**src/rtl/spi_pkg.sv**
```systemverilog
// Shared constants, opcodes, FSM state type and parameter-legality check
// for the SPI initiator/target pair.
package spi_pkg;

   localparam int FRAME_BITS = 32;

   localparam logic [7:0] SPI_OP_RD = 8'h41;
   localparam logic [7:0] SPI_OP_WR = 8'h42;

   typedef enum logic [2:0] {
      ST_IDLE  = 3'd0,
      ST_LEAD  = 3'd1,
      ST_SHIFT = 3'd2,
      ST_LAG   = 3'd3,
      ST_GAP   = 3'd4
   } spi_mst_state_t;

   function automatic bit spi_mst_params_ok(input int clk_div, input int cs_lead,
                                            input int cs_lag, input int cs_idle);
      return (clk_div >= 2) && (cs_lead >= 1) && (cs_lag >= 1) && (cs_idle >= 1);
   endfunction

endpackage

```
**src/rtl/spi_master_if.sv**
```systemverilog
// Command/response handshake between a front end (master modport) and the
// spi_master block (slave modport).
interface spi_master_if;
   logic        cmd_valid;
   logic        cmd_ready;
   logic [7:0]  cmd_opcode;
   logic [7:0]  cmd_addr;
   logic [15:0] cmd_wdata;
   logic        rsp_valid;
   logic [15:0] rsp_rdata;
   logic        busy;

   modport master (
      output cmd_valid, cmd_opcode, cmd_addr, cmd_wdata,
      input  cmd_ready, rsp_valid, rsp_rdata, busy
   );

   modport slave (
      input  cmd_valid, cmd_opcode, cmd_addr, cmd_wdata,
      output cmd_ready, rsp_valid, rsp_rdata, busy
   );
endinterface

```
**src/rtl/spi_master_sclk_gen.sv**
```systemverilog
// Bit-cell timer: registered sclk plus fall/sample strobes and the
// end-of-frame flag. Each bit is 2*CLK_DIV cycles, sclk high first.
module spi_master_sclk_gen
   import spi_pkg::*;
#(
   parameter int CLK_DIV    = 2,
   parameter int SAMPLE_CYC = CLK_DIV - 1
) (
   input  logic clk,
   input  logic rstn,
   input  logic start_i,
   input  logic run_i,
   output logic sclk_o,
   output logic fall_o,
   output logic sample_o,
   output logic done_o
);
   localparam int CW = $clog2(2 * CLK_DIV);
   localparam int BW = $clog2(FRAME_BITS);
   localparam logic [CW-1:0] HALF_LAST = CW'(CLK_DIV - 1);
   localparam logic [CW-1:0] CELL_LAST = CW'(2 * CLK_DIV - 1);
   localparam logic [CW-1:0] SAMPLE_AT = CW'(SAMPLE_CYC);
   localparam logic [BW-1:0] LAST_BIT  = BW'(FRAME_BITS - 1);

   logic [CW-1:0] cyc_d, cyc_q;
   logic [BW-1:0] bit_d, bit_q;
   logic          sclk_d, sclk_q;
   logic          end_cell_s, rise_s;

   assign end_cell_s = run_i && (cyc_q == CELL_LAST);
   assign fall_o     = run_i && (cyc_q == HALF_LAST);
   assign sample_o   = run_i && (cyc_q == SAMPLE_AT);
   assign done_o     = end_cell_s && (bit_q == LAST_BIT);
   assign rise_s     = start_i || (end_cell_s && !done_o);
   assign sclk_o     = sclk_q;

   // cycle-in-bit and bit counters; sclk rises at cell start, falls mid-cell
   always_comb begin
      cyc_d  = cyc_q;
      bit_d  = bit_q;
      sclk_d = sclk_q;
      if (start_i) begin
         cyc_d = '0;
         bit_d = '0;
      end else if (end_cell_s) begin
         cyc_d = '0;
         bit_d = bit_q + BW'(1);
      end else if (run_i) begin
         cyc_d = cyc_q + CW'(1);
      end else begin
         cyc_d = cyc_q;
      end
      if (rise_s) begin
         sclk_d = 1'b1;
      end else if (fall_o) begin
         sclk_d = 1'b0;
      end else begin
         sclk_d = sclk_q;
      end
   end

   // counter and sclk registers
   always_ff @(posedge clk or negedge rstn) begin
      if (!rstn) begin
         cyc_q  <= '0;
         bit_q  <= '0;
         sclk_q <= 1'b0;
      end else begin
         cyc_q  <= cyc_d;
         bit_q  <= bit_d;
         sclk_q <= sclk_d;
      end
   end
endmodule

```
**src/rtl/spi_master.sv**
```systemverilog
// SPI mode-0 initiator issuing 32-bit {opcode, addr, wdata} frames, MSB first.
// Build option SPI_MASTER_MISO_SYNC_EN: 2-flop miso synchronizer, later sample point.
module spi_master
   import spi_pkg::*;
#(
   parameter int CLK_DIV = 2,
   parameter int CS_LEAD = 5,
   parameter int CS_LAG  = 5,
   parameter int CS_IDLE = 4
) (
   input  logic         clk,
   input  logic         rstn,
   spi_master_if.slave  cmd,
   output logic         sclk_o,
   output logic         csn_o,
   output logic         mosi_o,
   input  logic         miso_i
);
   localparam logic [15:0] LEAD_LAST = 16'(CS_LEAD - 1);
   localparam logic [15:0] LAG_LAST  = 16'(CS_LAG - 1);
   localparam logic [15:0] IDLE_LAST = 16'(CS_IDLE - 1);

   if (!spi_mst_params_ok(CLK_DIV, CS_LEAD, CS_LAG, CS_IDLE)) begin : g_bad_params
      $error("spi_master: illegal timing parameters");
   end

   spi_mst_state_t state_d, state_q;
   logic [15:0] cnt_d, cnt_q;
   logic [FRAME_BITS-1:0] tx_d, tx_q;
   logic [15:0] rx_d, rx_q, rsp_rdata_d, rsp_rdata_q;
   logic csn_d, csn_q, mosi_d, mosi_q, cmd_ready_d, cmd_ready_q;
   logic busy_d, busy_q, rsp_valid_d, rsp_valid_q;
   logic accept_s, start_s, run_s, fall_s, sample_s, done_s, miso_s;

`ifdef SPI_MASTER_MISO_SYNC_EN
   localparam int SAMPLE_CYC = CLK_DIV + 1;
   logic miso_meta_q, miso_sync_q;

   // two-flop synchronizer; its latency is absorbed by the later sample point
   always_ff @(posedge clk or negedge rstn) begin
      if (!rstn) begin
         miso_meta_q <= 1'b0;
         miso_sync_q <= 1'b0;
      end else begin
         miso_meta_q <= miso_i;
         miso_sync_q <= miso_meta_q;
      end
   end
   assign miso_s = miso_sync_q;
`else
   localparam int SAMPLE_CYC = CLK_DIV - 1;
   assign miso_s = miso_i;
`endif

   assign accept_s = cmd.cmd_valid && cmd_ready_q && (state_q == ST_IDLE);
   assign start_s  = (state_q == ST_LEAD) && (cnt_q == LEAD_LAST);
   assign run_s    = (state_q == ST_SHIFT);

   spi_master_sclk_gen #(.CLK_DIV(CLK_DIV), .SAMPLE_CYC(SAMPLE_CYC)) u_sclk_gen (
      .clk      (clk),
      .rstn     (rstn),
      .start_i  (start_s),
      .run_i    (run_s),
      .sclk_o   (sclk_o),
      .fall_o   (fall_s),
      .sample_o (sample_s),
      .done_o   (done_s)
   );

   // state register
   always_ff @(posedge clk or negedge rstn) begin
      if (!rstn) begin
         state_q <= ST_IDLE;
         cnt_q   <= 16'd0;
      end else begin
         state_q <= state_d;
         cnt_q   <= cnt_d;
      end
   end

   // next-state: cnt counts cycles spent in the timed chip-select phases
   always_comb begin
      state_d = state_q;
      cnt_d   = cnt_q + 16'd1;
      case (state_q)
         ST_IDLE: begin
            cnt_d = 16'd0;
            if (accept_s) state_d = ST_LEAD;
            else          state_d = ST_IDLE;
         end
         ST_LEAD: begin
            if (cnt_q == LEAD_LAST) begin
               state_d = ST_SHIFT;
               cnt_d   = 16'd0;
            end else begin
               state_d = ST_LEAD;
            end
         end
         ST_SHIFT: begin
            cnt_d = 16'd0;
            if (done_s) state_d = ST_LAG;
            else        state_d = ST_SHIFT;
         end
         ST_LAG: begin
            if (cnt_q == LAG_LAST) begin
               state_d = ST_GAP;
               cnt_d   = 16'd0;
            end else begin
               state_d = ST_LAG;
            end
         end
         ST_GAP: begin
            if (cnt_q == IDLE_LAST) begin
               state_d = ST_IDLE;
               cnt_d   = 16'd0;
            end else begin
               state_d = ST_GAP;
            end
         end
         default: begin
            state_d = ST_IDLE;
            cnt_d   = 16'd0;
         end
      endcase
   end

   // outputs follow state_d so every pin and flag is a plain flop
   always_comb begin
      csn_d       = !((state_d == ST_LEAD) || (state_d == ST_SHIFT) || (state_d == ST_LAG));
      cmd_ready_d = (state_d == ST_IDLE);
      busy_d      = (state_d != ST_IDLE);
      rsp_valid_d = (state_q == ST_LAG) && (state_d == ST_GAP);
      if (accept_s) begin
         tx_d = {cmd.cmd_opcode, cmd.cmd_addr, cmd.cmd_wdata};
      end else if (fall_s) begin
         tx_d = {tx_q[FRAME_BITS-2:0], 1'b0};
      end else begin
         tx_d = tx_q;
      end
      mosi_d = tx_d[FRAME_BITS-1];
      if (sample_s) rx_d = {rx_q[14:0], miso_s};
      else          rx_d = rx_q;
      if (rsp_valid_d) rsp_rdata_d = rx_q;
      else             rsp_rdata_d = rsp_rdata_q;
   end

   // output and datapath registers
   always_ff @(posedge clk or negedge rstn) begin
      if (!rstn) begin
         csn_q       <= 1'b1;
         mosi_q      <= 1'b0;
         cmd_ready_q <= 1'b0;
         busy_q      <= 1'b0;
         rsp_valid_q <= 1'b0;
         rsp_rdata_q <= 16'h0000;
         tx_q        <= '0;
         rx_q        <= 16'h0000;
      end else begin
         csn_q       <= csn_d;
         mosi_q      <= mosi_d;
         cmd_ready_q <= cmd_ready_d;
         busy_q      <= busy_d;
         rsp_valid_q <= rsp_valid_d;
         rsp_rdata_q <= rsp_rdata_d;
         tx_q        <= tx_d;
         rx_q        <= rx_d;
      end
   end

   assign csn_o         = csn_q;
   assign mosi_o        = mosi_q;
   assign cmd.cmd_ready = cmd_ready_q;
   assign cmd.busy      = busy_q;
   assign cmd.rsp_valid = rsp_valid_q;
   assign cmd.rsp_rdata = rsp_rdata_q;
endmodule
```
**src/flat_wrapper.sv**
```systemverilog
// flat-port wrapper written by rule: the top's interface ports become plain ports
module spi_master_flat import spi_pkg::*;
#(
   parameter int CLK_DIV = 2,
   parameter int CS_LEAD = 5,
   parameter int CS_LAG  = 5,
   parameter int CS_IDLE = 4
)
  (clk, rstn, sclk_o, csn_o, mosi_o, miso_i, cmd_cmd_valid, cmd_cmd_opcode, cmd_cmd_addr, cmd_cmd_wdata, cmd_cmd_ready, cmd_rsp_valid, cmd_rsp_rdata, cmd_busy);
  spi_master_if cmd_i ();
  input  logic clk;
  input  logic rstn;
  output logic sclk_o;
  output logic csn_o;
  output logic mosi_o;
  input  logic miso_i;
  input wire logic [$bits(cmd_i.cmd_valid)-1:0] cmd_cmd_valid;
  input wire logic [$bits(cmd_i.cmd_opcode)-1:0] cmd_cmd_opcode;
  input wire logic [$bits(cmd_i.cmd_addr)-1:0] cmd_cmd_addr;
  input wire logic [$bits(cmd_i.cmd_wdata)-1:0] cmd_cmd_wdata;
  output wire logic [$bits(cmd_i.cmd_ready)-1:0] cmd_cmd_ready;
  output wire logic [$bits(cmd_i.rsp_valid)-1:0] cmd_rsp_valid;
  output wire logic [$bits(cmd_i.rsp_rdata)-1:0] cmd_rsp_rdata;
  output wire logic [$bits(cmd_i.busy)-1:0] cmd_busy;
  assign cmd_i.cmd_valid = cmd_cmd_valid;
  assign cmd_i.cmd_opcode = cmd_cmd_opcode;
  assign cmd_i.cmd_addr = cmd_cmd_addr;
  assign cmd_i.cmd_wdata = cmd_cmd_wdata;
  assign cmd_cmd_ready = cmd_i.cmd_ready;
  assign cmd_rsp_valid = cmd_i.rsp_valid;
  assign cmd_rsp_rdata = cmd_i.rsp_rdata;
  assign cmd_busy = cmd_i.busy;
  spi_master #(.CLK_DIV(CLK_DIV), .CS_LEAD(CS_LEAD), .CS_LAG(CS_LAG), .CS_IDLE(CS_IDLE)) u_core (.clk(clk), .rstn(rstn), .cmd(cmd_i), .sclk_o(sclk_o), .csn_o(csn_o), .mosi_o(mosi_o), .miso_i(miso_i));
endmodule
```
**config.mk**
```make
export PLATFORM = sky130hd
export DESIGN_NAME = spi_master_flat
export DESIGN_NICKNAME = d
export VERILOG_FILES = /design/src/rtl/spi_pkg.sv /design/src/rtl/spi_master_if.sv /design/src/rtl/spi_master_sclk_gen.sv /design/src/rtl/spi_master.sv /design/src/flat_wrapper.sv
export SDC_FILE = /design/constraint.sdc
export NUM_CORES = 1
export LEC_CHECK = 0
export ABC_AREA = 0
export ABC_CLOCK_PERIOD_IN_PS = 2100
export BUFFER_PORTS_ARGS = -buffer_cell sky130_fd_sc_hd__buf_4
export CAP_MARGIN = 20
export CELL_PAD_IN_SITES_DETAIL_PLACEMENT = 2
export CELL_PAD_IN_SITES_GLOBAL_PLACEMENT = 2
export CORE_ASPECT_RATIO = 0.7
export CORE_UTILIZATION = 38
export CTS_CLUSTER_SIZE = 20
export DETAILED_ROUTE_END_ITERATION = 8
export GPL_TIMING_DRIVEN = 0
export PLACE_DENSITY_LB_ADDON = 0.1
export SLEW_MARGIN = 30
export SYNTH_ARGS = -nofsm -noshare
export SYNTH_HDL_FRONTEND = slang
export SYNTH_SLANG_ARGS = --single-unit
```
**constraint.sdc**
```tcl
create_clock -name clk -period 2.1 [get_ports clk]
set_input_delay 0.105 -clock clk [delete_from_list [all_inputs] [get_ports clk]]
set_output_delay 0.105 -clock clk [all_outputs]
set_load 0.03 [all_outputs]
```
==> key figures <==
Synth
  • Syn_nets: 408
  • Netlist Area Pre-Place: 4200 um2
  • Synth top area cells: dfrtp_1 56%, nand2_1 6.3%, mux2_2 6.2%, a22oi_1 5.4%, mux2_4 3.2%
  • Post-synthesis cell count: 366
  • Share of the synthesized area in the top cell type: 56.0%
  • Top-count cell post-synth: dfrtp_1
  • Warnings, synthesis: 0
  • Post-synthesis sequential area ratio: 56.6%
  • Leading area contributor after synthesis: dfrtp_1
  • FF+latch count, synth: 95
  • Count of different cell masters after synthesis: 47
  • Post-synthesis async set-or-reset flop share: 100%
  • Post-synth top cells: 94 x dfrtp_1, 70 x nand2_1, 30 x a22oi_1, 23 x mux2_2, 20 x nor2_1
  • Syn avg cell area: 11.5 um2
  • Dominant synthesized flop cell: dfrtp_1
  • EDFF count, synth: 0

Power and ir drop
  • Power per cell area: 649 nW/um2
  • Peak VDD IR: 0.381 mV
  • Pleak: 2.57 nW

Drt
  • Drt pass-1 iters: 4
  • Iter 0 DRT Violations: 103
  • Routed len/inst: 18.6 um
  • Post-route ant nets: 0
  • Final WL: 11.4 mm
  • Vias after detailed routing: 3172
  • Avg Vias per Cell: 5.18
  • # DRC: 0

Worst setup path
  • Reg2reg start: u_core.u_sclk_gen.cyc_q[0]$_DFFE_PN0P_
  • Worst R2R Path Depth: 6
  • Startpoint types: flop
  • RR Endpoint: u_core.tx_q[7]$_DFFE_PN0P_
  • Critical path capture point type: flop
  • CP max stage delay: 450 ps
  • Crit path DAT: 2260 ps
  • Delay-heaviest family, CP: buffers and inverters
  • Crit path kind: reg -> reg
  • Worst path slowest cell: dfrtp_1
  • Worst-path fanout max: 10
  • Crit path cell chain: ha_1, and4bb_2, buf_2, clkbuf_1, a22oi_1, nand2_1
  • Worst EP required: 2370 ps
  • Setup slack, reg-to-reg: 110 ps
  • CP startpoint: u_core.u_sclk_gen.cyc_q[0]$_DFFE_PN0P_
  • Crit path buffers/inverters: 2

Timing
  • Relative slew slack: 47.3%
  • Final Hold Fails: 0
  • Worst setup skew after layout: 8.29 ps
  • # setup viols final: 0
  • Final Critical Period: 1990 ps
  • Period utilisation layout: 94.8%
  • Fmax: 502 MHz
  • Setup ws final: 110 ps
  • Worst slew pin tran: 791 ps
  • Unrepaired setup endpoints after global routing: true
  • Fin Hold WS: 5.48 ps
  • Slew Limit Fails: 0

Place
  • Post-Place Worst Slack: -204 ps
  • Final Wtd Congestion: 0.727
  • I/O Buffers: 57
  • DP Wirelength: 7.40 mm

GRT
  • Initial antenna violation count: 0
  • GR Overflow Total: 0
  • First-pass GRT wire length: 18.7 mm
  • Overall Global Routing Usage: 21.1%
  • Largest net degree at the start of global routing: 96
  • Vias in the first global route: 3569

Clocking
  • Clk buf depth: 2
  • Clock sinks: 95
  • Clock transition at path regs: 70 ps
  • Clock latency on the worst-skew pair: 340 ps
  • CTS H-Tree Depth: 3
  • CTS tree: built
  • Root Driver: clkbuf_16
  • TritonCTS Buffers: 9

Floorplan
  • Ports: 58
  • Width of the die: 128 um
  • Row cnt: 31
  • Die Footprint: 11500 um2
  • Die H: 90.0 um
  • Starting Density: 39.8%
  • Core area: 10600 um2

Outcome
  • Status: finished, final reports clean

Layout
  • Final net count: 502
  • Area Growth Syn to Fin: 27.2%
  • Antenna cells: 0
  • Layout cells sized above 1: 29.7%

Hold path
  • Worst hold path type: in -> reg
  • Hold path start: cmd_cmd_opcode[6]
  • Hold Path Stages: 3
  • Hold EP: u_core.tx_q[30]$_DFFE_PN0P_

Job
  • Max Cap Viol: 0
-- power breakdown --
group          total [mW]  internal [mW]  switching (mW)  leakage, nW
sequential           1.85           1.84         0.00925         1.26
clock                1.49          0.797           0.696        0.125
combinational       0.124         0.0694          0.0550         1.18
-- cells by family after synthesis --
family,Yosys count,share of synthesized area (%)
flip-flops,95,56.6
adder cells (fa/ha/maj),6,1.79
multiplexers,35,10.1
AND/OR/NAND/NOR,138,16.8
buffers and inverters,28,3.10
AO/OA/AOI/OAI,50,8.72
XOR/XNOR,14,2.92
-- per-stage QoR --
stage	instance area [um2]	TNS [ps]	util (%)	power, mW	std cells
after global placement	4820	-975	45.6	1.98	571
after global routing	5350	-13.2	50.7	3.59	612
after CTS	5270	0	50.0	3.51	605
final	5350	0	50.7	3.47	612
after detailed placement	4820	-2180	45.7	1.99	571
after floorplan	4200	0	-	1.89	366
-- sequential cells by signal (all words and copies together), names as in the netlist, 2 cells and up --
signal,flops
u_core.tx_q,31
u_core.cmd.rsp_rdata,16
u_core.cnt_q,16
u_core.rx_q,16
u_core.u_sclk_gen.bit_q,5
u_core.state_q,3
u_core.u_sclk_gen.cyc_q,2
-- placed cells by master (no fill, tap or decap), drive strengths merged, types with 2 or more instances in the layout --
| cell | instances |
|---|---|
| dfrtp | 94 |
| buf | 74 |
| nand2 | 70 |
| mux2 | 32 |
| a22oi | 31 |
| clkbuf | 23 |
| nor2 | 20 |
| dlygate4sd3 | 16 |
| xor2 | 10 |
| nand3 | 8 |
| inv | 8 |
| nand4 | 8 |
| a21oi | 7 |
| ha | 6 |
| nor4 | 6 |
| and3 | 5 |
| and4 | 4 |
| o21ai | 4 |
| nor3 | 4 |
| xnor2 | 4 |
| clkinvlp | 3 |
| mux2i | 3 |
| or3 | 2 |
| nor4b | 2 |
| nor4bb | 2 |
| and2 | 2 |
| o211ai | 2 |
| clkinv | 2 |
-- per-layer routing --
metal  track usage [%]  vias to the layer above  share of wire, %
li1                  -                     1475                 -
met1              28.4                     1635                47
met2              34.2                       54                49
met3              4.94                        8               3.5
met4              5.78                        0              0.87
met5                 0                        -                 0
-- what timing repair did --
| action | CTS | global route |
|---|---|---|
| resized for setup | 1 | 17 |
| setup buffers | 3 | 7 |
| pin swaps | 0 | 3 |
| setup endpoints to repair | 32 | 58 |
| endpoints found under the hold margin | 109 | 0 |
| hold buffers | 16 | 0 |
-- cell type report --
class / count / area (um2)
fill: 1098 / 5200
buffer: 20 / 111
tap: 148 / 185
timing repair buffer: 83 / 669
inverter: 8 / 33.8
clock buffer: 10 / 229
multi-input combinational: 243 / 1710
sequential: 95 / 2380
clock inverter: 5 / 33.8
-- tightest hold or removal path, cell delays in order --
cell and delay (ps):
buf_4 80, a22oi_1 70, nand2_1 60
-- worst max-delay path by stage --
stage | slack (ps) | end | cells past startpoint
floorplan | 260 | u_core.cnt_q[2]$_DFF_PN0_ | 7
global placement | -100 | u_core.cnt_q[11]$_DFF_PN0_ | 7
detailed placement | -200 | u_core.cnt_q[0]$_DFF_PN0_ | 7
CTS | 8 | u_core.tx_q[21]$_DFFE_PN0P_ | 7
global route | -10 | u_core.tx_q[7]$_DFFE_PN0P_ | 6
finish | 110 | u_core.tx_q[7]$_DFFE_PN0P_ | 6
(Power assumes the default switching activity.)
